File: config.mk
export PLATFORM = sky130hd
export DESIGN_NAME = dmem_store_buffer
export DESIGN_NICKNAME = d
export VERILOG_FILES = /design/src/rtl/dmem_store_buffer.sv
export SDC_FILE = /design/constraint.sdc
export NUM_CORES = 1
export LEC_CHECK = 0
export CORE_UTILIZATION = 40
export CTS_CLUSTER_DIAMETER = 40
export DETAILED_ROUTE_END_ITERATION = 10
export PLACE_DENSITY = 0.67
export SLEW_MARGIN = 20
export SYNTH_ARGS = -nofsm -noshare
export SYNTH_HDL_FRONTEND = slang
export SYNTH_SLANG_ARGS = --single-unit
File: constraint.sdc
create_clock -name clk -period 3.5 [get_ports clk]
set_input_delay 0.525 -clock clk [delete_from_list [all_inputs] [get_ports clk]]
set_output_delay 0.525 -clock clk [all_outputs]
set_load 0.05 [all_outputs]
File: src/rtl/dmem_store_buffer.sv
// Data-memory front end: posted-store FIFO plus one outstanding load over a handshaked memory port.
// Define SB_FWD_EN to let loads forward from buffered stores; otherwise loads wait for the buffer to drain.
module dmem_store_buffer #(
  parameter int DATA_W = 32,
  parameter int ADDR_W = 32,
  parameter int DEPTH  = 4,
  parameter int CNT_W  = $clog2(DEPTH) + 1
) (
  input  logic              clk,
  input  logic              rst,
  input  logic              core_req,
  input  logic              core_we,
  input  logic [ADDR_W-1:0] core_addr,
  input  logic [DATA_W-1:0] core_din,
  output logic [DATA_W-1:0] core_rdata,
  output logic              core_rvalid,
  output logic              core_stall,
  output logic              mem_req,
  output logic              mem_we,
  output logic [ADDR_W-1:0] mem_addr,
  output logic [DATA_W-1:0] mem_din,
  input  logic              mem_ready,
  input  logic              mem_rvalid,
  input  logic [DATA_W-1:0] mem_rdata,
  output logic [CNT_W-1:0]  sb_count,
  output logic              sb_empty
);

  localparam int PTR_W = $clog2(DEPTH);

  typedef enum logic [1:0] {IDLE, HIT, LREQ, LWAIT} state_t;

  state_t            state;
  logic [ADDR_W-1:0] addr_q [DEPTH];
  logic [DATA_W-1:0] data_q [DEPTH];
  logic [PTR_W-1:0]  head, tail;
  logic [CNT_W-1:0]  count, count_nxt;
  logic              empty_q;
  logic              drain_pend;   // LREQ must first finish a drain that was stalled at load accept
  logic [ADDR_W-1:0] load_addr;
  logic [DATA_W-1:0] rdata_q;

  logic              accepting, full, push, pop, load_acc, load_block;
  logic              drain_req, load_req, hit;
  logic [DATA_W-1:0] hit_data;

  // Cycles in which the core sees no stall and may present a new request.
  assign accepting = (state == IDLE) || (state == HIT) || (state == LWAIT && mem_rvalid);
  assign full      = (count == CNT_W'(DEPTH));

`ifdef SB_FWD_EN
  // NOTE: every always_comb output gets a default first so no latch is inferred.
  always_comb begin
    hit      = 1'b0;
    hit_data = '0;
    // Scan oldest to youngest so the youngest match overrides.
    for (int i = 0; i < DEPTH; i++) begin
      if (CNT_W'(i) < count && addr_q[head + PTR_W'(i)] == core_addr) begin
        hit      = 1'b1;
        hit_data = data_q[head + PTR_W'(i)];
      end
    end
  end
  assign load_block = 1'b0;
`else
  assign hit        = 1'b0;
  assign hit_data   = '0;
  assign load_block = (count != '0);
`endif

  assign core_stall = !accepting
                   || (core_req &&  core_we && full)
                   || (core_req && !core_we && load_block);
  assign push      = core_req &&  core_we && !core_stall;
  assign load_acc  = core_req && !core_we && !core_stall;

  assign drain_req = (state == IDLE && count != '0) || (state == LREQ && drain_pend);
  assign load_req  = (state == LREQ) && !drain_pend;
  assign pop       = drain_req && mem_ready;

  assign mem_req  = drain_req || load_req;
  assign mem_we   = drain_req;
  assign mem_addr = drain_req ? addr_q[head] : (load_req ? load_addr : '0);
  assign mem_din  = drain_req ? data_q[head] : '0;

  assign core_rvalid = (state == HIT) || (state == LWAIT && mem_rvalid);
  assign core_rdata  = (state == LWAIT && mem_rvalid) ? mem_rdata : rdata_q;

  assign sb_count = count;
  assign sb_empty = empty_q;

  always_comb begin
    unique case ({push, pop})
      2'b10:   count_nxt = count + CNT_W'(1);
      2'b01:   count_nxt = count - CNT_W'(1);
      default: count_nxt = count;
    endcase
  end

  // NOTE: the entry storage has no reset; entries are only read while count marks them valid.
  always_ff @(posedge clk) begin
    if (push) begin
      addr_q[tail] <= core_addr;
      data_q[tail] <= core_din;
    end
  end

  // NOTE: sequential state uses non-blocking assignments only.
  always_ff @(posedge clk) begin
    if (rst) begin
      state      <= IDLE;
      head       <= '0;
      tail       <= '0;
      count      <= '0;
      empty_q    <= 1'b1;
      drain_pend <= 1'b0;
      load_addr  <= '0;
      rdata_q    <= '0;
    end else begin
      if (push) tail <= tail + PTR_W'(1);
      if (pop)  head <= head + PTR_W'(1);
      count   <= count_nxt;
      empty_q <= (count_nxt == '0);

      if (state == LWAIT && mem_rvalid) rdata_q <= mem_rdata;

      if (load_acc) begin
        if (hit) begin
          rdata_q <= hit_data;
          state   <= HIT;
        end else begin
          load_addr  <= core_addr;
          drain_pend <= drain_req && !mem_ready;
          state      <= LREQ;
        end
      end else begin
        unique case (state)
          IDLE: state <= IDLE;
          HIT:  state <= IDLE;
          LREQ: begin
            if (mem_ready) begin
              if (drain_pend) drain_pend <= 1'b0;
              else            state      <= LWAIT;
            end
          end
          LWAIT: if (mem_rvalid) state <= IDLE;
          default: state <= IDLE;
        endcase
      end
    end
  end

endmodule

==> results.yml, run 1 <==
power_and_ir_drop:
  p_per_area_nw_per_um2: 825
  total_leakage_power_nw: 5.96
  ir_drop_mv: 0.482
  total_power_mw: 14.4
die:
  core_area_um2: 32500
  die-area_um2: 33700
  die_h_um: 184
  ios: 206
  fp.dieW_um: 184
  start_util_pct: 40.6
  rows: 66
logic_synthesis:
  yosys_warnings: 0
  synth_top_area_share_pct: 58.3
  yosysSeqAreaShare_pct: 70.0
  synth_nets: 844
  netlist_instances: 736
  synth-compound-area-share_pct: 2.72
  synth_fa_ha_area_share_pct: 0.627
  synth_top_family_by_area: "multiplexers"
  netlist_area_um2: 13200
  yosys.area.top_type: "edfxtp_1"
  yosys.area_share.simple_pct: 8.00
  syn_avg_cell_area_um2: 17.9
  synth.area.top_cells: "edfxtp_1 (58%), dfxtp_1 (12%), mux4_2 (11%)"
  yosys.area_share.xor_xnor_pct: 0.0665
  yosys.cell_types.count: 38
  yosys-mux-area-fraction_pct: 16.5
  ys_ff_latch: 333
clocking:
  root_buffer: "clkbuf_16"
  htreeDepth: 2
  cts_max_path_buffers: 3
  cts-resized-gates: 0
  clk_pin_slew_ns: 0.05
  cts.sinks: 333
  numCtsBuffers: 48
  cts.hold.buffers_added: 0
  post_cts_buffers: 0
  cts_tree: "yes"
  clk_latency_ns: 0.55
worst_setup_path:
  critical_path_arrival_ns: 2.81
  start_kind: "flip-flop"
  critPathMaxFanout: 34
  crit_required_ns: 2.97
  cp_top_family: "buffers and inverters"
  crit_path_end_kind: "primary output"
  crit_path_max_incr_delay_ns: 0.88
  crit_chain: "nor4_4 -> nor3_2 -> buf_12 -> and2_1 -> clkdlybuf4s50_1"
  crit_buf_inv: 2
  criticalPathCategory: "flip-flop to primary output"
  slowest_stage: "clkdlybuf4s50_1"
sta:
  max_slew.worst_pin.slew_ns: 0.783
  hold_viol_final: 0
  setup_viol: 0
  tns_ns: 0
  rsz0062_at_grt: "no"
  period_minus_slack_ns: 3.34
  finalClockSkew_ns: 0.0295
  maxSlewViolCount: 0
  fin_crit_sh_pct: 95.4
  max_freq_mhz: 299
  timing.max_slew.rel_slack_pct: 47.8
routing:
  wl_per_cell_um: 19.3
  drt-initial-drc-count: 380
  dr.pass1.iters: 7
  wl_um: 27900
  drtAntennaViolNets: 0
  route.detailed.drc: 2
  via_per_inst: 4.93
  vias: 7155
cells_and_area:
  drive_gt1_share_pct: 24.5
  utilization_pct: 53.7
  layout.nets: 1076
  final_common_cell: "edfxtp_1"
  area_growth_pct: 32.2
  final_cell_mix: "edfxtp_1 (256), clkdlybuf4s50_1 (172), dfxtp_1 (75), nand2b_1 (66), mux4_2 (64)"
placement:
  place_congestion: 0.684
  io_buffer_count: 205
  dp_hpwl_um: 16200
hold_path:
  hp-class: "flip-flop to flip-flop"
run_status:
  violations: "DRC"
  outcome: "finished, violations left"
global_route:
  grt_max_degree: 90
  grt_pass1_vias: 7725
  overflow: 0
  grt_usage_pct: 16.8
  grt_antenna_before_repair: 3
  grt_pass1_wl_um: 43000
run:
  maxCapViolations: 0
-- cell type report --
| type | instances | area (um^2) |
|---|---|---|
| antenna | 1 | 2.50 |
| clock buffer | 54 | 1270 |
| clock inverter | 35 | 368 |
| fill | 2580 | 15000 |
| inverter | 8 | 30.0 |
| multi-input combinational | 351 | 3710 |
| sequential | 333 | 9240 |
| tap | 442 | 553 |
| timing repair buffer | 226 | 2250 |
-- cells by family after synthesis --
kind of cell	after synthesis
flops	333
simple gates	168
mux	133
buf+inv	52
compound gates	43
fa+ha+maj	6
xor+xnor	1
-- power by group --
| group | switching (mW) | internal (mW) | total (mW) |
|---|---|---|---|
| clock network | 1.83 | 2.96 | 4.79 |
| registers | 0.124 | 4.49 | 4.61 |
| logic | 3.05 | 1.91 | 4.96 |
| total | 5.01 | 9.36 | 14.4 |
-- metrics by stage --
step / hold slack [ns] / instance area [um^2] / setup slack [ns] / std cells
final: 0.473 / 17400 / 0.161 / 1450
after global routing: 0.489 / 17400 / 0.0213 / 1449
after CTS: 0.474 / 17400 / 0.118 / 1449
after detailed placement: 0.461 / 15800 / 0.491 / 1360
after global placement: 0.459 / 15800 / 0.512 / 1360
after floorplan: 0.448 / 13200 / 0.203 / 736
-- path summary, 6_finish.rpt --
check                             start                          to  slack, ns  cells past startpoint
max               state[1]$_SDFFE_PP0P_                  mem_din[6]       0.16                      5
min          load_addr[28]$_SDFFE_PP0P_  load_addr[28]$_SDFFE_PP0P_       0.47                      2
max reg2reg       state[1]$_SDFFE_PP0P_         sb_empty$_SDFF_PP1_       1.00                      9
min reg2reg  load_addr[28]$_SDFFE_PP0P_  load_addr[28]$_SDFFE_PP0P_       0.47                      2
-- cell usage after synthesis --
library cell	n
a22oi_1	1
nor3_1	2
clkbuf_1	24
a21boi_1	1
or3_1	1
mux4_2	64
inv_1	8
nand2b_1	66
buf_12	3
nor4_4	1
nor2_1	9
a211oi_2	1
a21boi_0	1
nand3_1	2
o21ai_0	2
dfxtp_1	77
or3_4	1
fa_1	1
nor3b_1	3
xor2_1	1
nor4b_1	1
edfxtp_1	256
mux2_1	1
and2_1	36
a31o_2	1
buf_2	16
nor4_1	1
nand2_1	5
buf_4	1
nor4b_2	1
nor2b_1	37
ha_1	5
nor4_2	1
mux2_2	35
a22o_1	33
a21oi_1	3
or3b_2	1
mux2i_1	33
-- flip-flops by register name, summed over array words and instances (netlist names), named ones only --
register and cells:
sb_count 3, head 2, sb_empty 1, tail 2, addr_q 128, state 2, drain_pend 1, load_addr 32
rdata_q 32, data_q 128
-- worst min-delay path: cells and delay by family (launching register included) --
kind | cells | cell delay (ns)
flops | 1 | 0.31
simple gates | 1 | 0.06
mux | 1 | 0.05
-- per-layer routing --
| layer | vias to the layer above | track usage [%] | part of all wire (%) |
|---|---|---|---|
| li1 | 3312 | - | - |
| met1 | 3544 | 21.2 | 42 |
| met2 | 246 | 27.1 | 47 |
| met3 | 51 | 6.12 | 9.0 |
| met4 | 2 | 5.07 | 1.9 |
| met5 | - | 0 | 0.047 |
(Power assumes the default switching activity.)
==> inputs of run 2 (changes only) <==
CORE_ASPECT_RATIO = 1.2   (was default)
CORE_UTILIZATION = 53   (was 40)
PLACE_DENSITY = 0.84   (was 0.67)
==> run 2 against run 1 <==
  * Largest cell class unchanged
  * Register-to-register slack worse by 0.02 ns
  * Clock skew is 0.018 ns lower
  * The run now ends clean
  * Sequential share of layout area is 1.3 points higher
  * Sequential cell count stayed put
  * Global-route usage is 4.7 points higher
  * Die area is 24% lower
  * Power is 4.5% lower
  * Count of clock-buffer cells in the layout is 9 lower
  * Worst setup slack better by 0.047 ns
==> results.yml, run 2 (synthesis gave the netlist of run 1 again) <==
run_status:
  outcome: "finished clean"
power_and_ir_drop:
  p_switching_mw: 4.69
  power_frac_clock_pct: 30.7
  ir_drop_mv: 0.654
  cellInternalPower_mw: 9.03
  total_leakage_power_nw: 5.83
  p_per_area_nw_per_um2: 807
  p_seq_share_pct: 33.7
  comb_power_share_pct: 35.6
  sw_frac_of_total_pct: 34.2
sta:
  max_freq_mhz: 304
  rsz0062_at_grt: "no"
  tns_ns: 0
  hold_slack_ns: 0.475
  setup_viol: 0
  fin_crit_sh_pct: 94.1
  hold_viol_final: 0
  timing.max_slew.rel_slack_pct: 43.3
  max_slew.worst_pin.slew_ns: 0.851
  period_minus_slack_ns: 3.29
  finalClockSkew_ns: 0.0119
  maxSlewViolCount: 0
placement:
  io_buffer_count: 205
  placed_area_um2: 15600
  dp_hpwl_um: 16200
  place_congestion: 0.747
worst_setup_path:
  critical_path_arrival_ns: 2.77
  criticalPathCategory: "flip-flop to primary output"
  startpoint: "state[1]$_SDFFE_PP0P_"
  cp_top_family: "buffers and inverters"
  rr_startpoint: "state[1]$_SDFFE_PP0P_"
  crit_chain: "nor4_4 -> nor3_2 -> buf_12 -> a22o_1 -> clkdlybuf4s50_1"
  crit_path_max_incr_delay_ns: 0.87
  start_kind: "flip-flop"
  r2r_cells: 8
  critPathMaxFanout: 65
  crit_required_ns: 2.97
  rrSetupSlack_ns: 0.98
  slowest_stage: "clkdlybuf4s50_1"
  crit_path_end_kind: "primary output"
  critPathCapture: "mem_addr[30]"
  crit_buf_inv: 2
  crit_cells: 5
  r2r-end: "sb_empty$_SDFF_PP1_"
die:
  fp.dieW_um: 146
  die-area_um2: 25500
  die_h_um: 175
  rows: 62
  ios: 206
  core_area_um2: 24200
  start_util_pct: 54.4
routing:
  dr.pass1.iters: 4
  drtAntennaViolNets: 0
  wl_per_cell_um: 20.6
  drt-initial-drc-count: 400
  route.detailed.drc: 0
  vias: 7241
  wl_um: 26900
  via_per_inst: 5.53
cells_and_area:
  drive_gt1_share_pct: 23.3
  fin_area_um2: 17000
  seq_area_um2: 9240
  final_cell_mix: "edfxtp_1 (256), clkdlybuf4s50_1 (172), dfxtp_1 (75), nand2b_1 (66), mux4_2 (64)"
  layout.nets: 1069
  area_growth_pct: 29.0
  reg_top3: "addr_q (128), data_q (128)"
  fillers: 1537
  final_common_cell: "edfxtp_1"
  multi_input_area_um2: 3710
global_route:
  grt_pass1_vias: 7704
  overflow: 0
  grt_antenna_before_repair: 1
  grt_max_degree: 97
  grt_usage_pct: 21.5
  grt_pass1_wl_um: 42100
clocking:
  cts.hold.buffers_added: 0
  htreeDepth: 2
  clk_latency_ns: 0.51
  root_buffer: "clkbuf_16"
  cts_tree: "yes"
  clk_pin_slew_ns: 0.05
  numCtsBuffers: 40
  cts.sinks: 333
  post_cts_buffers: 0
  cts_max_path_buffers: 3
  cts-resized-gates: 0
run:
  maxCapViolations: 0
hold_path:
  hp-class: "flip-flop to flip-flop"
==> run 2: cell types whose count changed in the layout (fill, tap and decap cells not counted), sizes merged <==
| cell | delta |
|---|---|
| clkbuf | -9 |
| clkinv | -7 |
| inv | -7 |
| bufinv | +3 |
| buf | +1 |
==> run 2: worst reg2reg max path: stages (launching register included) <==
cell and delay [ns]:
dfxtp_1 0.50, nor4_4 0.11, nor4_2 0.35, ha_1 0.26, inv_1 0.06, fa_1 0.38
xor2_1 0.16, or3_1 0.34, a31o_2 0.25
==> run 2: stage by stage <==
stage	total power, mW	worst slack (ns)	util (%)	std cells
final	13.7	0.208	70.2	1309
after global routing	14.2	0.0734	70.2	1308
after CTS	13.9	0.185	70.2	1308
after detailed placement	9.60	0.478	64.6	1239
after global placement	9.56	0.507	64.6	1239
after floorplan	8.02	0.203	-	736
==> run 2: layout make-up <==
class / count / share of cell area, %
Sequential cell: 333 / 54.3
Multi-Input combinational cell: 351 / 21.8
Timing Repair Buffer: 227 / 13.3
Clock buffer: 45 / 6.12
Tap cell: 320 / 2.35
Clock inverter: 24 / 1.90
Inverter: 8 / 0.177
Antenna cell: 1 / 0.0147
==> run 2: worst min-delay path by stage <==
| stage | slack [ns] | from | to | cells past startpoint |
|---|---|---|---|---|
| global route | 0.49 | load_addr[31]$_SDFFE_PP0P_ | load_addr[31]$_SDFFE_PP0P_ | 2 |
| finish | 0.48 | load_addr[8]$_SDFFE_PP0P_ | load_addr[8]$_SDFFE_PP0P_ | 2 |
| detailed placement | 0.46 | load_addr[13]$_SDFFE_PP0P_ | load_addr[13]$_SDFFE_PP0P_ | 2 |
| floorplan | 0.45 | load_addr[30]$_SDFFE_PP0P_ | load_addr[30]$_SDFFE_PP0P_ | 2 |
| CTS | 0.48 | load_addr[13]$_SDFFE_PP0P_ | load_addr[13]$_SDFFE_PP0P_ | 2 |
| global placement | 0.46 | load_addr[18]$_SDFFE_PP0P_ | load_addr[18]$_SDFFE_PP0P_ | 2 |
==> run 2: per-layer routing <==
layer / wire [um] / part of all wire [%] / global-route usage, %
met4: 571 / 2.1 / 6.75
met3: 2120 / 7.9 / 6.29
met1: 10700 / 40 / 26.1
met5: 0 / 0 / 0
met2: 13600 / 50 / 37.2
==> run 2: power by group through the flow <==
stage	Clock, mW	Combinational [mW]	Sequential (mW)
after floorplan	0	3.31	4.71
after global placement	0	4.87	4.68
after detailed placement	0	4.90	4.70
after CTS	4.30	4.94	4.62
after global routing	4.45	5.11	4.64
final	4.22	4.89	4.62
